`config.mk`:
```
export PLATFORM = sky130hd
export DESIGN_NAME = conv_inst_arb
export DESIGN_NICKNAME = d
export VERILOG_FILES = /design/src/rtl/conv_inst_arb.sv
export SDC_FILE = /design/constraint.sdc
export NUM_CORES = 1
export LEC_CHECK = 0
export BUFFER_PORTS_ARGS = -buffer_cell sky130_fd_sc_hd__buf_2
export CORE_ASPECT_RATIO = 0.9
export CORE_UTILIZATION = 40
export DETAILED_ROUTE_END_ITERATION = 12
export MAX_ROUTING_LAYER = met4
export PLACE_DENSITY = 0.87
export SYNTH_ARGS = -nofsm -noshare
export SYNTH_HDL_FRONTEND = slang
export SYNTH_SLANG_ARGS = --single-unit
```
`constraint.sdc`:
```
create_clock -name clk -period 1.6 [get_ports clk]
set_input_delay 0.08 -clock clk [delete_from_list [all_inputs] [get_ports clk]]
set_output_delay 0.08 -clock clk [all_outputs]
set_load 0.1 [all_outputs]
```
`src/rtl/conv_inst_arb.sv`:
```
// conv_inst_arb
//   Round-robin arbiter merging IN convolution-instruction sources into a
//   single registered valid/ready stream for the conv instruction loop
//   engine. Instructions travel in groups terminated by a word carrying the
//   LAST flag at bit LB; once a source wins, the arbiter stays locked to it
//   until that LAST word has been accepted, so groups never interleave.
//
// Ports
//   clk      : clock, rising edge
//   rst_n    : asynchronous active-low reset
//   m_inst   : source instructions, source k at [k*IW +: IW]
//   m_valid  : per-source valid
//   m_ready  : per-source ready (one-hot or zero)
//   s_inst   : registered merged instruction
//   s_valid  : s_inst valid
//   s_ready  : downstream ready
//   s_src    : index of the source that produced s_inst
//   busy     : high while locked to a source mid-group
module conv_inst_arb #(
   parameter int IN = 2,
   parameter int IW = 40,
   parameter int LB = 39,
   parameter int SW = 1
) (
   input  logic             clk,
   input  logic             rst_n,
   input  logic [IN*IW-1:0] m_inst,
   input  logic [IN-1:0]    m_valid,
   output logic [IN-1:0]    m_ready,
   output logic [IW-1:0]    s_inst,
   output logic             s_valid,
   input  logic             s_ready,
   output logic [SW-1:0]    s_src,
   output logic             busy
);

   typedef enum logic {IDLE, LOCK} state_t;

   state_t         state_q, state_d;
   logic [SW-1:0]  ptr_q, ptr_d;
   logic [SW-1:0]  g_q, g_d;
   logic [IW-1:0]  s_inst_q, s_inst_d;
   logic           s_valid_q, s_valid_d;
   logic [SW-1:0]  s_src_q, s_src_d;

   logic           load;
   logic           found;
   logic [SW-1:0]  win;
   logic [SW:0]    cand;
   logic [SW-1:0]  sel;
   logic           grant_en;
   logic           acc;
   logic [IW-1:0]  sel_word;

   // Explicit wrap so that non-power-of-two IN never lands on an unused index.
   function automatic logic [SW-1:0] wrap_inc(input logic [SW-1:0] v);
      if (v == SW'(IN - 1)) return '0;
      else                  return v + 1'b1;
   endfunction

   // Output register is free when empty or being drained this cycle.
   assign load = !s_valid_q || s_ready;

   // Round-robin scan starting at ptr; first valid source wins.
   always_comb begin
      found = 1'b0;
      win   = '0;
      cand  = '0;
      for (int i = 0; i < IN; i++) begin
         cand = (SW+1)'(ptr_q) + (SW+1)'(i);
         if (cand >= (SW+1)'(IN)) cand = cand - (SW+1)'(IN);
         if (!found && m_valid[cand[SW-1:0]]) begin
            found = 1'b1;
            win   = cand[SW-1:0];
         end
      end
   end

   // While locked only the owning source is looked at; in LOCK its ready
   // follows load even if it is momentarily not valid.
   assign sel      = (state_q == LOCK) ? g_q : win;
   assign grant_en = (state_q == LOCK) || found;
   assign acc      = grant_en && load && m_valid[sel];

   always_comb begin
      sel_word = '0;
      m_ready  = '0;
      for (int k = 0; k < IN; k++) begin
         if (sel == SW'(k)) begin
            sel_word   = m_inst[k*IW +: IW];
            m_ready[k] = grant_en && load;
         end
      end
   end

   always_comb begin
      state_d   = state_q;
      ptr_d     = ptr_q;
      g_d       = g_q;
      s_inst_d  = s_inst_q;
      s_valid_d = s_valid_q;
      s_src_d   = s_src_q;

      if (acc) begin
         s_inst_d  = sel_word;
         s_src_d   = sel;
         s_valid_d = 1'b1;
      end else if (s_ready) begin
         s_valid_d = 1'b0;
      end

      case (state_q)
         IDLE: begin
            if (acc) begin
               if (sel_word[LB]) begin
                  ptr_d = wrap_inc(win);
               end else begin
                  state_d = LOCK;
                  g_d     = win;
               end
            end
         end
         LOCK: begin
            if (acc && sel_word[LB]) begin
               state_d = IDLE;
               ptr_d   = wrap_inc(g_q);
            end
         end
         default: state_d = IDLE;
      endcase
   end

   // Stage boundary: arbitration -> registered output slice
   always_ff @(posedge clk or negedge rst_n) begin
      if (!rst_n) begin
         state_q   <= IDLE;
         ptr_q     <= '0;
         g_q       <= '0;
         s_inst_q  <= '0;
         s_valid_q <= 1'b0;
         s_src_q   <= '0;
      end else begin
         state_q   <= state_d;
         ptr_q     <= ptr_d;
         g_q       <= g_d;
         s_inst_q  <= s_inst_d;
         s_valid_q <= s_valid_d;
         s_src_q   <= s_src_d;
      end
   end

   assign s_inst  = s_inst_q;
   assign s_valid = s_valid_q;
   assign s_src   = s_src_q;
   assign busy    = (state_q == LOCK);

endmodule

```
# Yosys cells after proc, flatten, opt, wreduce, memory -nomap -nowiden
# Cells that the tools add are included.
op_classes:
  mux: 28
  n_lt_le_gt_ge: 5
  eq_ne: 3
  addsub: 5
  bitwise: 2
  n_reduce_logical: 11
op_table:
  columns: ["operator", "count"]
  rows:
  - ["$mux 40", 1]
  - ["$mux 1", 25]
  - ["$lt 1x2->1 const B", 3]
  - ["$reduce_and 3->1", 2]
  - ["$logic_and 1x1->1", 4]
  - ["$ne 2x2->1 const B", 2]
  - ["$pmux 1 s2", 2]
  - ["$add 1x1->1 const B", 2]
  - ["$add 1x1->2 const B", 1]
  - ["$ge 1x2->1 const B", 1]
  - ["$ge 2x2->1 const B", 1]
  - ["$logic_not 1->1", 2]
  - ["$logic_or 1x1->1", 2]
  - ["$ne 2x1->1 const B", 1]
  - ["$not 1->1", 2]
  - ["$reduce_bool 2->1", 1]
  - ["$sub 1x1->1 const B", 2]
totals:
  word_cells: 60
  out_inout_bits: 45
  register_bits: 45
  inputBits: 85

# Longest topological paths before layout
logic_depth:
  ltp_word: 15
  depth_mapped: 6
  ltp_nobuf: 4

# Least setup slack after synthesis
# No wires, ideal clock.
synth_timing:
  kind: "flip-flop to output port"
  from: "reg with a tool-made name"
  to: "out m_ready[1]"
  path_buffers: 2
  t_arrival_ns: 2.964
  path_slack_ns: -1.444
  stages_incl_launch_ff: 5
  cell_sequence: "dfrtp_1 a22o_1 buf_6 buf_12 nor2b_1"
synth_lines:
  columns: ["element", "line", "source"]
  rows:
  - ["to (decl)", "29", "output logic [IN-1:0] m_ready,"]

==> flow_results.xml <==
<?xml version="1.0" encoding="UTF-8"?>
<metrics>
  <group name="placement">
    <metric name="place.gp.congestion" unit="">0.756</metric>
    <metric name="place_ws" unit="ps">50.7</metric>
    <metric name="hpwl" unit="um">3780</metric>
    <metric name="place.detailed.instances" unit="">390</metric>
    <metric name="placement.io_buffers" unit="">129</metric>
  </group>
  <group name="global_routing">
    <metric name="grt_first_pass_wirelength" unit="um">7750</metric>
    <metric name="grt_util_all_layers" unit="%">18.0</metric>
    <metric name="grt_max_degree" unit="">48</metric>
    <metric name="antenna_violations_before_repair" unit="">0</metric>
    <metric name="globalRouteOverflowTotal" unit="">0</metric>
    <metric name="grt_pass1_vias" unit="">1679</metric>
  </group>
  <group name="yosys">
    <metric name="syn-num-nets" unit="">288</metric>
    <metric name="yosysSeqAreaShare" unit="%">51.6</metric>
    <metric name="synth_area_per_cell" unit="um2">10.8</metric>
    <metric name="post_synth_main_area_contributors" unit="">sky130_fd_sc_hd__dfrtp_1 52%, sky130_fd_sc_hd__mux2i_1 18%, sky130_fd_sc_hd__o21ai_1 9.2%</metric>
    <metric name="yosys_register_bits" unit="">45</metric>
    <metric name="synth_area_leader_cell" unit="">sky130_fd_sc_hd__dfrtp_1</metric>
    <metric name="synthesis.instances" unit="">203</metric>
    <metric name="yosysTopAreaCellShare" unit="%">51.6</metric>
    <metric name="synth_warnings" unit="">0</metric>
    <metric name="mappedNetlistArea" unit="mm2">0.00218</metric>
    <metric name="post_synth_num_cell_types" unit="">24</metric>
  </group>
  <group name="sta">
    <metric name="grt_setup_unrepaired" unit="">true</metric>
    <metric name="final-max-slew-violation-count" unit="">0</metric>
    <metric name="finalSetupTns" unit="ps">-23.4</metric>
    <metric name="timing.max_slew.rel_slack" unit="%">66.0</metric>
    <metric name="timing.clock.skew" unit="ps">3.91</metric>
    <metric name="setup_viol_count_final" unit="">1</metric>
    <metric name="post-route-period-util" unit="%">101</metric>
    <metric name="max_freq" unit="MHz">616</metric>
    <metric name="timing_worst_slew_pin_value" unit="ps">507</metric>
    <metric name="timing.final.hold_violations" unit="">0</metric>
    <metric name="timing.final.ws_setup" unit="ps">-23.4</metric>
    <metric name="period_needed" unit="ps">1620</metric>
  </group>
  <group name="cells_and_area">
    <metric name="fillCellCount" unit="">452</metric>
    <metric name="most_frequent_standard_cell_in_the_layout_excluding_fill_and_tap_cells" unit="">sky130_fd_sc_hd__buf_2</metric>
    <metric name="post_route_utilization" unit="%">60.3</metric>
    <metric name="layout_common_cells" unit="">127 x sky130_fd_sc_hd__buf_2, 43 x sky130_fd_sc_hd__dfrtp_1, 41 x sky130_fd_sc_hd__nand2_1</metric>
    <metric name="layout.cells.non_filler" unit="">406</metric>
    <metric name="design.final.nets" unit="">423</metric>
    <metric name="antennaDiodeCount" unit="">0</metric>
    <metric name="post_route_cells_drive_above_1_share" unit="%">47.5</metric>
    <metric name="area_growth_syn_to_layout" unit="%">45.2</metric>
  </group>
  <group name="flow_run">
    <metric name="max_cap_viol_count" unit="">0</metric>
  </group>
  <group name="die">
    <metric name="core.rowCount" unit="">25</metric>
    <metric name="floorplan.io_pins" unit="">130</metric>
    <metric name="die_height" unit="um">72.1</metric>
    <metric name="starting_utilization_of_the_core_area" unit="%">41.5</metric>
    <metric name="design.die.area" unit="mm2">0.00576</metric>
    <metric name="die_x" unit="um">79.9</metric>
    <metric name="floorplan.core_area" unit="mm2">0.00526</metric>
  </group>
  <group name="worst_setup_path">
    <metric name="crit_arrival" unit="ps">1540</metric>
    <metric name="cp_data_required_time" unit="ps">1520</metric>
    <metric name="cp_max_fo" unit="">6</metric>
    <metric name="end_kind" unit="">output pin</metric>
    <metric name="setup_cp_type" unit="">register to output pin</metric>
    <metric name="worstSetupStartpointType" unit="">register</metric>
  </group>
  <group name="clock_tree">
    <metric name="cts-root-buf" unit="">sky130_fd_sc_hd__clkbuf_8</metric>
    <metric name="clk_transition_reported_paths" unit="ps">80</metric>
    <metric name="tritoncts" unit="">yes</metric>
    <metric name="clock_tree.htree_level_count" unit="">2</metric>
    <metric name="clock_insertion_delay_worst_skew" unit="ps">290</metric>
    <metric name="count_of_clock_tree_sinks" unit="">45</metric>
    <metric name="cts-buffers-inserted" unit="">5</metric>
    <metric name="clk_path_buf_depth" unit="">2</metric>
  </group>
  <group name="hold_path">
    <metric name="timing.hold.worst.class" unit="">input pin to register</metric>
    <metric name="min-delay-start" unit="">m_inst[31]</metric>
  </group>
  <group name="drt">
    <metric name="drt-wirelength-per-cell" unit="um">13.1</metric>
    <metric name="drcViolationCount" unit="">0</metric>
    <metric name="post_drt_via_cell_ratio" unit="">4.74</metric>
    <metric name="firstDrtPassIters" unit="">4</metric>
    <metric name="routed_wl" unit="um">5300</metric>
    <metric name="postRouteAntennaNets" unit="">0</metric>
    <metric name="routed-via-count" unit="">1925</metric>
    <metric name="first_iter_violations" unit="">50</metric>
  </group>
  <group name="outcome">
    <metric name="failed_checks" unit="">negative setup slack</metric>
    <metric name="outcome" unit="">finished with violations</metric>
  </group>
</metrics>
## cells in the mapped netlist
master                     instances
sky130_fd_sc_hd__a21boi_1          1
sky130_fd_sc_hd__a21o_1            1
sky130_fd_sc_hd__a21oi_1           1
sky130_fd_sc_hd__a22o_1            1
sky130_fd_sc_hd__a32o_1            1
sky130_fd_sc_hd__buf_12            4
sky130_fd_sc_hd__buf_2             4
sky130_fd_sc_hd__buf_4             3
sky130_fd_sc_hd__buf_6             1
sky130_fd_sc_hd__clkbuf_1          2
sky130_fd_sc_hd__dfrtp_1          45
sky130_fd_sc_hd__inv_1             3
sky130_fd_sc_hd__mux2i_1          40
sky130_fd_sc_hd__nand2_1          41
sky130_fd_sc_hd__nand2b_1          3
sky130_fd_sc_hd__nand3_1           2
sky130_fd_sc_hd__nor2_1            2
sky130_fd_sc_hd__nor2b_1           2
sky130_fd_sc_hd__o21ai_0           2
sky130_fd_sc_hd__o21ai_1          40
sky130_fd_sc_hd__o21ba_2           1
sky130_fd_sc_hd__o221ai_2          1
sky130_fd_sc_hd__o2bb2a_4          1
sky130_fd_sc_hd__o31ai_1           1
## cell families after synthesis
family	after synthesis	share of synthesized area, %
buf+inv	17	6.99
mux	40	18.3
flops	45	51.6
simple gates	50	9.28
compound gates	51	13.8
## area by class of cell
| cell class | instances | area, um2 | share of cell area, % |
|---|---|---|---|
| inverters | 3 | 11.3 | 0.355 |
| multi-input cells | 141 | 963 | 30.4 |
| repair buffers | 142 | 863 | 27.2 |
| well taps | 67 | 83.8 | 2.65 |
| clock buffers | 7 | 86.3 | 2.72 |
| flip-flops and latches | 45 | 1130 | 35.7 |
| clock inverters | 1 | 30.0 | 0.947 |
## metal layers
layer	share of wire [%]	up-vias	GRT usage, %
li1	-	968	-
met1	41	868	20.3
met2	50	79	31.6
met3	6.8	10	4.78
met4	1.5	0	4.76
met5	0	-	-
## registers in the layout (all words and copies together) (netlist names), named ones only
register  count
g_q           1
ptr_q         1
s_inst       40
s_src         1
s_valid       1
## critical path: stages, from the launching register on
cell and delay [ps]:
sky130_fd_sc_hd__dfrtp_4 510, sky130_fd_sc_hd__nor2b_1 120, sky130_fd_sc_hd__a22o_2 180, sky130_fd_sc_hd__buf_12 110
sky130_fd_sc_hd__nor2b_4 160, sky130_fd_sc_hd__buf_12 180
## per-stage QoR
| step | hold slack (ps) | instance area (um2) |
|---|---|---|
| floorplan | -216 | 2200 |
| global placement | 75.5 | 2920 |
| detailed placement | 83.1 | 2920 |
| CTS | 42.5 | 3110 |
| global route | 56.6 | 3170 |
| finish | 55.1 | 3170 |
## what timing repair did
action,CTS,global route
endpoints found under the hold margin,20,0
gates cloned,1,1
hold buffers,1,0
endpoints found under the setup margin,2,23
pin swaps,1,0
buffers inserted,5,0
gates resized for setup,2,7
## worst paths after layout
check | end | slack [ps] | cells past startpoint
worst min-delay path | s_inst[31] | 60 | 3
min in group asynchronous | s_inst[38] | 310 | 2
worst min register to register | s_inst[37] | 480 | 2
max in group asynchronous | s_valid | 770 | 3
worst max-delay path | m_ready[1] | -20 | 5
worst max register to register | s_inst[19] | 10 | 6
Power is not shown: default switching activity piles up to over one toggle a cycle in this logic, so the estimate is an artifact.
